==> src/rtl/cpu_types_pkg.sv <==
// Shared CPU types: the 32-bit word and the memory responder state encoding.
package cpu_types_pkg;

  typedef logic [31:0] word_t;

  typedef enum logic [2:0] {
    IDLE  = 3'd0,
    DACC  = 3'd1,
    IACC  = 3'd2,
    DRESP = 3'd3,
    IRESP = 3'd4
  } resp_state_t;

endpackage

==> src/rtl/mem_responder.sv <==
// Memory responder: arbitrates datapath instruction/data requests onto one
// backing RAM port. Data beats instruction. A one-entry fetch buffer serves
// repeated fetches combinationally. Accesses that never see ram_ready abort
// after RAM_TIMEOUT cycles and set a sticky error flag.
module mem_responder
  import cpu_types_pkg::*;
#(
  parameter int RAM_TIMEOUT = 31
) (
  input  logic  CLK,
  input  logic  RST,
  input  logic  imemREN,
  input  word_t imemaddr,
  input  logic  dmemREN,
  input  logic  dmemWEN,
  input  word_t dmemaddr,
  input  word_t dmemstore,
  output logic  ihit,
  output word_t imemload,
  output logic  dhit,
  output word_t dmemload,
  output logic  ram_ren,
  output logic  ram_wen,
  output word_t ram_addr,
  output word_t ram_store,
  input  word_t ram_load,
  input  logic  ram_ready,
  output logic  ram_err
);

  // The counter holds the number of access cycles already spent without
  // ram_ready; the abort fires in the cycle where it would reach RAM_TIMEOUT,
  // so a dead RAM costs exactly RAM_TIMEOUT access cycles.
  localparam logic [4:0] TMO_LAST = 5'(RAM_TIMEOUT - 1);

  resp_state_t state, nextState;

  word_t      latAddr;
  word_t      latStore;
  logic       latWrite;
  word_t      capData;
  logic [4:0] tmoCnt;

  logic       bufValid;
  word_t      bufAddr;
  word_t      bufData;

  logic       dReq;
  logic       bufHit;
  logic       inAcc;
  logic       tmoLast;

  assign dReq    = dmemREN | dmemWEN;
  assign bufHit  = bufValid && (bufAddr == imemaddr);
  assign inAcc   = (state == DACC) || (state == IACC);
  assign tmoLast = (tmoCnt == TMO_LAST);

  // State register.
  always_ff @(posedge CLK) begin
    if (RST) state <= IDLE;
    else     state <= nextState;
  end

  // Next-state: data first, then a fetch that misses the buffer.
  always_comb begin
    nextState = state;
    unique case (state)
      IDLE: begin
        if (dReq)                      nextState = DACC;
        else if (imemREN && !bufHit)   nextState = IACC;
      end
      DACC: begin
        if (ram_ready)                 nextState = DRESP;
        else if (tmoLast)              nextState = IDLE;
      end
      IACC: begin
        if (ram_ready)                 nextState = IRESP;
        else if (tmoLast)              nextState = IDLE;
      end
      DRESP:                           nextState = IDLE;
      IRESP:                           nextState = IDLE;
      default:                         nextState = IDLE;
    endcase
  end

  // Latch the access on IDLE exit, then capture RAM data or count toward timeout.
  always_ff @(posedge CLK) begin
    if (RST) begin
      latAddr  <= '0;
      latStore <= '0;
      latWrite <= 1'b0;
      capData  <= '0;
      tmoCnt   <= '0;
    end else if (state == IDLE) begin
      if (nextState != IDLE) begin
        latAddr  <= dReq ? dmemaddr : imemaddr;
        latStore <= dmemstore;
        latWrite <= dReq & dmemWEN;
        tmoCnt   <= '0;
      end
    end else if (inAcc) begin
      if (ram_ready)     capData <= ram_load;
      else if (!tmoLast) tmoCnt  <= tmoCnt + 5'd1;
    end
  end

  // Fetch buffer: filled on every IRESP, dropped by a colliding write or a timeout.
  always_ff @(posedge CLK) begin
    if (RST) begin
      bufValid <= 1'b0;
      bufAddr  <= '0;
      bufData  <= '0;
    end else begin
      if (state == IRESP) begin
        bufValid <= 1'b1;
        bufAddr  <= latAddr;
        bufData  <= capData;
      end else if (state == DRESP && latWrite && latAddr == bufAddr) begin
        bufValid <= 1'b0;
      end else if (inAcc && !ram_ready && tmoLast) begin
        bufValid <= 1'b0;
      end
    end
  end

  // Sticky timeout flag; cleared only by reset.
  always_ff @(posedge CLK) begin
    if (RST)                                ram_err <= 1'b0;
    else if (inAcc && !ram_ready && tmoLast) ram_err <= 1'b1;
  end

  // Hit/load outputs. A request dropped before its RESP cycle gets no hit.
  // Buffer hits are only served when no data request is competing, which
  // also keeps ihit and dhit mutually exclusive.
  always_comb begin
    ihit     = 1'b0;
    imemload = '0;
    dhit     = 1'b0;
    dmemload = '0;
    unique case (state)
      IDLE: begin
        if (!dReq && imemREN && bufHit) begin
          ihit     = 1'b1;
          imemload = bufData;
        end
      end
      DRESP: begin
        if (dReq) begin
          dhit     = 1'b1;
          dmemload = capData;
        end
      end
      IRESP: begin
        if (imemREN) begin
          ihit     = 1'b1;
          imemload = capData;
        end
      end
      default: ;
    endcase
  end

  // RAM strobes are decoded from state; address/data come straight from the latches.
  always_comb begin
    ram_ren   = (state == IACC) || ((state == DACC) && !latWrite);
    ram_wen   = (state == DACC) && latWrite;
    ram_addr  = latAddr;
    ram_store = latStore;
  end

endmodule

==> config.mk <==
export PLATFORM = sky130hd
export DESIGN_NAME = mem_responder
export DESIGN_NICKNAME = d
export VERILOG_FILES = /design/src/rtl/cpu_types_pkg.sv /design/src/rtl/mem_responder.sv
export SDC_FILE = /design/constraint.sdc
export NUM_CORES = 1
export LEC_CHECK = 0
export ABC_CLOCK_PERIOD_IN_PS = 3650
export CORE_MARGIN = 4
export CORE_UTILIZATION = 47
export DETAILED_ROUTE_END_ITERATION = 8
export PLACE_DENSITY = 0.79
export SLEW_MARGIN = 20
export SYNTH_ARGS = -nofsm -noshare
export SYNTH_HDL_FRONTEND = slang
export SYNTH_SLANG_ARGS = --single-unit
==> constraint.sdc <==
create_clock -name CLK -period 3.65 [get_ports CLK]
set_clock_uncertainty 0.1 [all_clocks]
set_input_delay 0.73 -clock CLK [delete_from_list [all_inputs] [get_ports CLK]]
set_output_delay 0.73 -clock CLK [all_outputs]
set_load 0.02 [all_outputs]
== After elaboration in Yosys (flattened, before gate mapping) ==
Cells that the tools add are included.
Word-level totals
  flip-flop bits (word level): 171
  output and inout port bits: 133
  bits of input ports: 134
  logic and storage cells: 72
Cells by class
  bitwise gates (word level): 3
  $add $sub $neg: 1
  multiplexer cells: 25
  reductions and logical operators: 23
  equal/unequal tests: 10
Operators with widths (number)
  two-way mux 32 bit: 5
  == test 32 bit: 2
  one-hot mux 32 bit (2 select lines): 1
  two-way mux 5 bit: 5
  two-way mux 3 bit: 5
  logical AND 1 bit: 10
  one-hot mux 3 bit (3 select lines): 1
  two-way mux 1 bit: 7
  == test 3 x 2 -> 1 bit, second input constant: 2
  inequality test 2 x 1 -> 1 bit, second input constant: 3
  nonzero test 3 bit: 2
  adder 5 x 1 -> 5 bit, second input constant: 1
  == test 5 bit, second input constant: 1
  zero test 1 bit: 4
  AND reduction 4 bit: 1
  == test 3 x 1 -> 1 bit, second input constant: 1
  == test 3 bit, second input constant: 1
  zero test 3 bit: 1
  AND reduction 3 bit: 1
  logical OR 1 bit: 2
  one-hot mux 1 bit (2 select lines): 1
  AND reduction 2 bit: 1
  nonzero test 2 bit: 1
  AND 1 bit: 1
  other kinds (2): 2

== Logic depth before layout (Yosys ltp) ==
Gate-level depths: netlist (run 1).
  word-level depth: 10
  depth in mapped cells: 10
  depth with buffers taken out: 8

== Worst setup path after synthesis (run 1) ==
OpenSTA, ideal clock, no wires.
  path kind: input to output
  from: input imemaddr[10]
  to: output imemload[0]
  data required time: 2.820 ns
  stages: 9
  arrival: 2.397 ns
  path slack: 0.423 ns
  path buffers: 3
  cell sequence: xor2_1 -> or4_4 -> nor3_2 -> and3_1 -> buf_6 -> and3_4 -> buf_8 -> buf_8 -> a22o_1
On the way
  word-level cells in the longest chain between the ends: 5
Ends and longest elaborated chain
  start, declared: RTL line mem_responder.sv:13  | input word_t imemaddr,
  == test 32 bit: RTL line mem_responder.sv:54  | assign bufHit = bufValid && (bufAddr == imemaddr);
  logical AND 1 bit: RTL line mem_responder.sv:54
  logical AND 1 bit: RTL line mem_responder.sv:142  | if (!dReq && imemREN && bufHit) begin
  two-way mux 32 bit: RTL line mem_responder.sv:142
  one-hot mux 32 bit (2 select lines): RTL line mem_responder.sv:140  | unique case (state)
  end, declared: RTL line mem_responder.sv:19  | output word_t imemload,
No other way between the ends.

== Worst setup path after layout (run 1) ==
  from: input imemaddr[13]
  to: output imemload[15]
Same word-level chain as after synthesis.

==> impl_metrics.env, run 1 <==
export IMPL_outcome="complete, no violations"
export IMPL_num_vias=8621
export IMPL_ir_drop_mv=0.346
export IMPL_grt_total_usage=0.256
export IMPL_port_buffers=266
export IMPL_drv_slew=0
export IMPL_nFillCells=1531
export IMPL_worst_slack_ps=64.0
export IMPL_cp_max_fo=8
export IMPL_crit_arrival_ps=2760
export IMPL_rows=49
export IMPL_drt_iter0_drc=471
export IMPL_drt_pass1_iter_count=5
export IMPL_worstSetupPathType="in2out"
export IMPL_startpoint="imemaddr[13]"
export IMPL_yosysSeqAreaShare=0.399
export IMPL_p_leak_uw=0.00446
export IMPL_worstSetupEndpointType="output pin"
export IMPL_wl_um=27100
export IMPL_die_x_um=143
export IMPL_route_detailed_wl_per_inst_um=17.0
export IMPL_worstRegToRegCells=9
export IMPL_max_cap_violations=0
export IMPL_drive_gt1_frac=0.101
export IMPL_min_from="bufData[3]"
export IMPL_clkLatencyLatePin_ps=420
export IMPL_ys_async_sr_fraction=0
export IMPL_min_period_ps=3590
export IMPL_area_delta_synth_final_pct=40.9
export IMPL_power_uw=4750
export IMPL_drc=0
export IMPL_die_h_um=143
export IMPL_yosysTopAreaCellShare=0.399
export IMPL_required_ps=2820
export IMPL_place_congestion=0.858
export IMPL_worst_setup_path_start_kind="primary input"
export IMPL_synth_edf_count=0
export IMPL_ys_flop_type="dfxtp_1"
export IMPL_synthTopCellsByArea="dfxtp_1 40%, nand2_1 13%, a21oi_1 7.8%, nand2b_1 5.4%, xnor2_1 4.3%"
export IMPL_r2r_start="tmoCnt[0]"
export IMPL_hold_class="reg2reg"
export IMPL_clk_pin_slew_ps=60
export IMPL_dp_slack_ps=-580
export IMPL_period_share=0.982
export IMPL_overflow=0
export IMPL_synth_top_area_cell="dfxtp_1"
export IMPL_antenna_found_initial=1
export IMPL_synth_net_count=1244
export IMPL_finalSetupViolations=0
export IMPL_vias_per_cell=5.42
export IMPL_synth_seq_cells=171
export IMPL_initial_core_util=0.477
export IMPL_syn_inst=1108
export IMPL_grt_pass1_wl_um=42000
export IMPL_syn_area_um2=8570
export IMPL_worst_hold_slack_ps=354
export IMPL_yosysMostFrequentCell="nand2_1"
export IMPL_synth_distinct_cells=45
export IMPL_finalNetCount=1487
export IMPL_cts_num_sinks=171
export IMPL_powerDensity_nw_per_um2=393
export IMPL_diodes=0
export IMPL_cts_tree="built"
export IMPL_max_freq_ghz=0.279
export IMPL_hold_path_depth=2
export IMPL_synth_top_cells_by_count="296 x nand2_1, 171 x dfxtp_1, 133 x a21oi_1, 74 x nand2b_1, 65 x clkbuf_1"
export IMPL_worstMarginPinSlew_ps=808
export IMPL_io_pins=267
export IMPL_hold_violations=0
export IMPL_die_area_um2=20500
export IMPL_cts_htree_levels=4
export IMPL_clockRootBuffer="clkbuf_16"
export IMPL_cts_inserted_buffers=17
export IMPL_ys_warn_count=0
export IMPL_cts_buffer_depth=2
export IMPL_core_area_um2=18000
export IMPL_grt_pass1_vias=8097
export IMPL_grt_max_degree=99
export IMPL_syn_avg_cell_area_um2=7.74
export IMPL_ant_nets=0
export IMPL_post_dp_hpwl_um=19000
export IMPL_max_slew_margin=0.462
## layout make-up
type                       instances  area, um^2  area share
clock buffer                      19         453      0.0375
sequential                       171        3420       0.283
timing repair buffer             311        2970       0.246
inverter                           5        18.8     0.00155
clock inverter                    12         138      0.0114
tap                              229         287      0.0237
multi-input combinational        845        4790       0.397
## state kept, by name, summed over array words and instances (netlist names), 3 cells and up
signal     cells
capData       32
state          3
tmoCnt         5
bufData       32
ram_store     32
ram_addr      32
bufAddr       32
## layer usage
| layer | wire length [um] | share of wire | vias to the layer above | GRT usage |
|---|---|---|---|---|
| met5 | 0 | 0 | - | 0 |
| met4 | 771 | 0.028 | 0 | 0.0985 |
| met3 | 2390 | 0.088 | 52 | 0.0613 |
| met2 | 13300 | 0.49 | 373 | 0.438 |
| met1 | 10700 | 0.39 | 3973 | 0.313 |
| li1 | - | - | 4223 | - |
## path summary, 6_finish.rpt
check / endpoint / slack (ps)
worst max-delay path: imemload[15] / 60
worst min-delay path: bufData[3] / 350
worst max register to register: ram_store[18] / 1040
worst min register to register: bufData[3] / 350
## critical path: stages
cell             delay, ps
clkdlybuf4s50_1        480
inv_1                   50
a22o_1                 230
a2111oi_4              300
and2_4                 210
and3_4                 210
buf_12                 130
buf_16                 130
a22o_1                 160
buf_6                  120
## cell usage in the layout (no fill, tap or decap), types with 23 or more instances in the layout
| cell type | instances |
|---|---|
| nand2b_1 | 74 |
| nand3_1 | 37 |
| nand2_1 | 294 |
| buf_4 | 46 |
| and2_1 | 33 |
| xnor2_1 | 40 |
| clkdlybuf4s50_1 | 219 |
| a31oi_1 | 36 |
| a22o_1 | 33 |
| buf_2 | 23 |
| o21ai_0 | 32 |
| mux2i_1 | 34 |
| a21oi_1 | 133 |
| dfxtp_1 | 171 |
## metrics by stage
| step | cells | TNS [ps] | util | cell area [um^2] |
|---|---|---|---|---|
| after floorplan | 1108 | 0 | - | 8570 |
| after global placement | 1552 | -17170 | 0.637 | 11400 |
| after detailed placement | 1552 | -17770 | 0.637 | 11400 |
| after CTS | 1588 | 0 | 0.670 | 12000 |
| after global routing | 1592 | -188 | 0.672 | 12100 |
| final | 1592 | 0 | 0.672 | 12100 |
## power breakdown
| part | internal, uW | switching [uW] |
|---|---|---|
| registers | 1960 | 100 |
| logic | 428 | 437 |
| clock network | 1050 | 770 |
| total | 3440 | 1310 |
## logic make-up after synthesis
family	after synthesis	share of synthesized area
buffers and inverters	92	0.0520
AOI/OAI and AO/OA	246	0.170
DFF	171	0.399
xor gates and xnor gates	60	0.0613
muxes	34	0.0397
and+or+nand+nor	503	0.274
adders and majority gates	2	0.00292
## repair_timing
action,CTS,global route
setup endpoints to repair,33,19
pin swaps,7,4
cloned,2,0
hold buffers,0,0
gates resized for setup,165,12
buffers inserted,3,4
endpoints found under the hold margin,0,0
(Power assumes the default switching activity.)
==> run 2: changes to the inputs <==
Settings changed: CTS_CLUSTER_SIZE set to 20, SLEW_MARGIN 20 to unset.
==> results of run 2 <==
The final DEF is identical to that of run 1; final timing and power are the same.
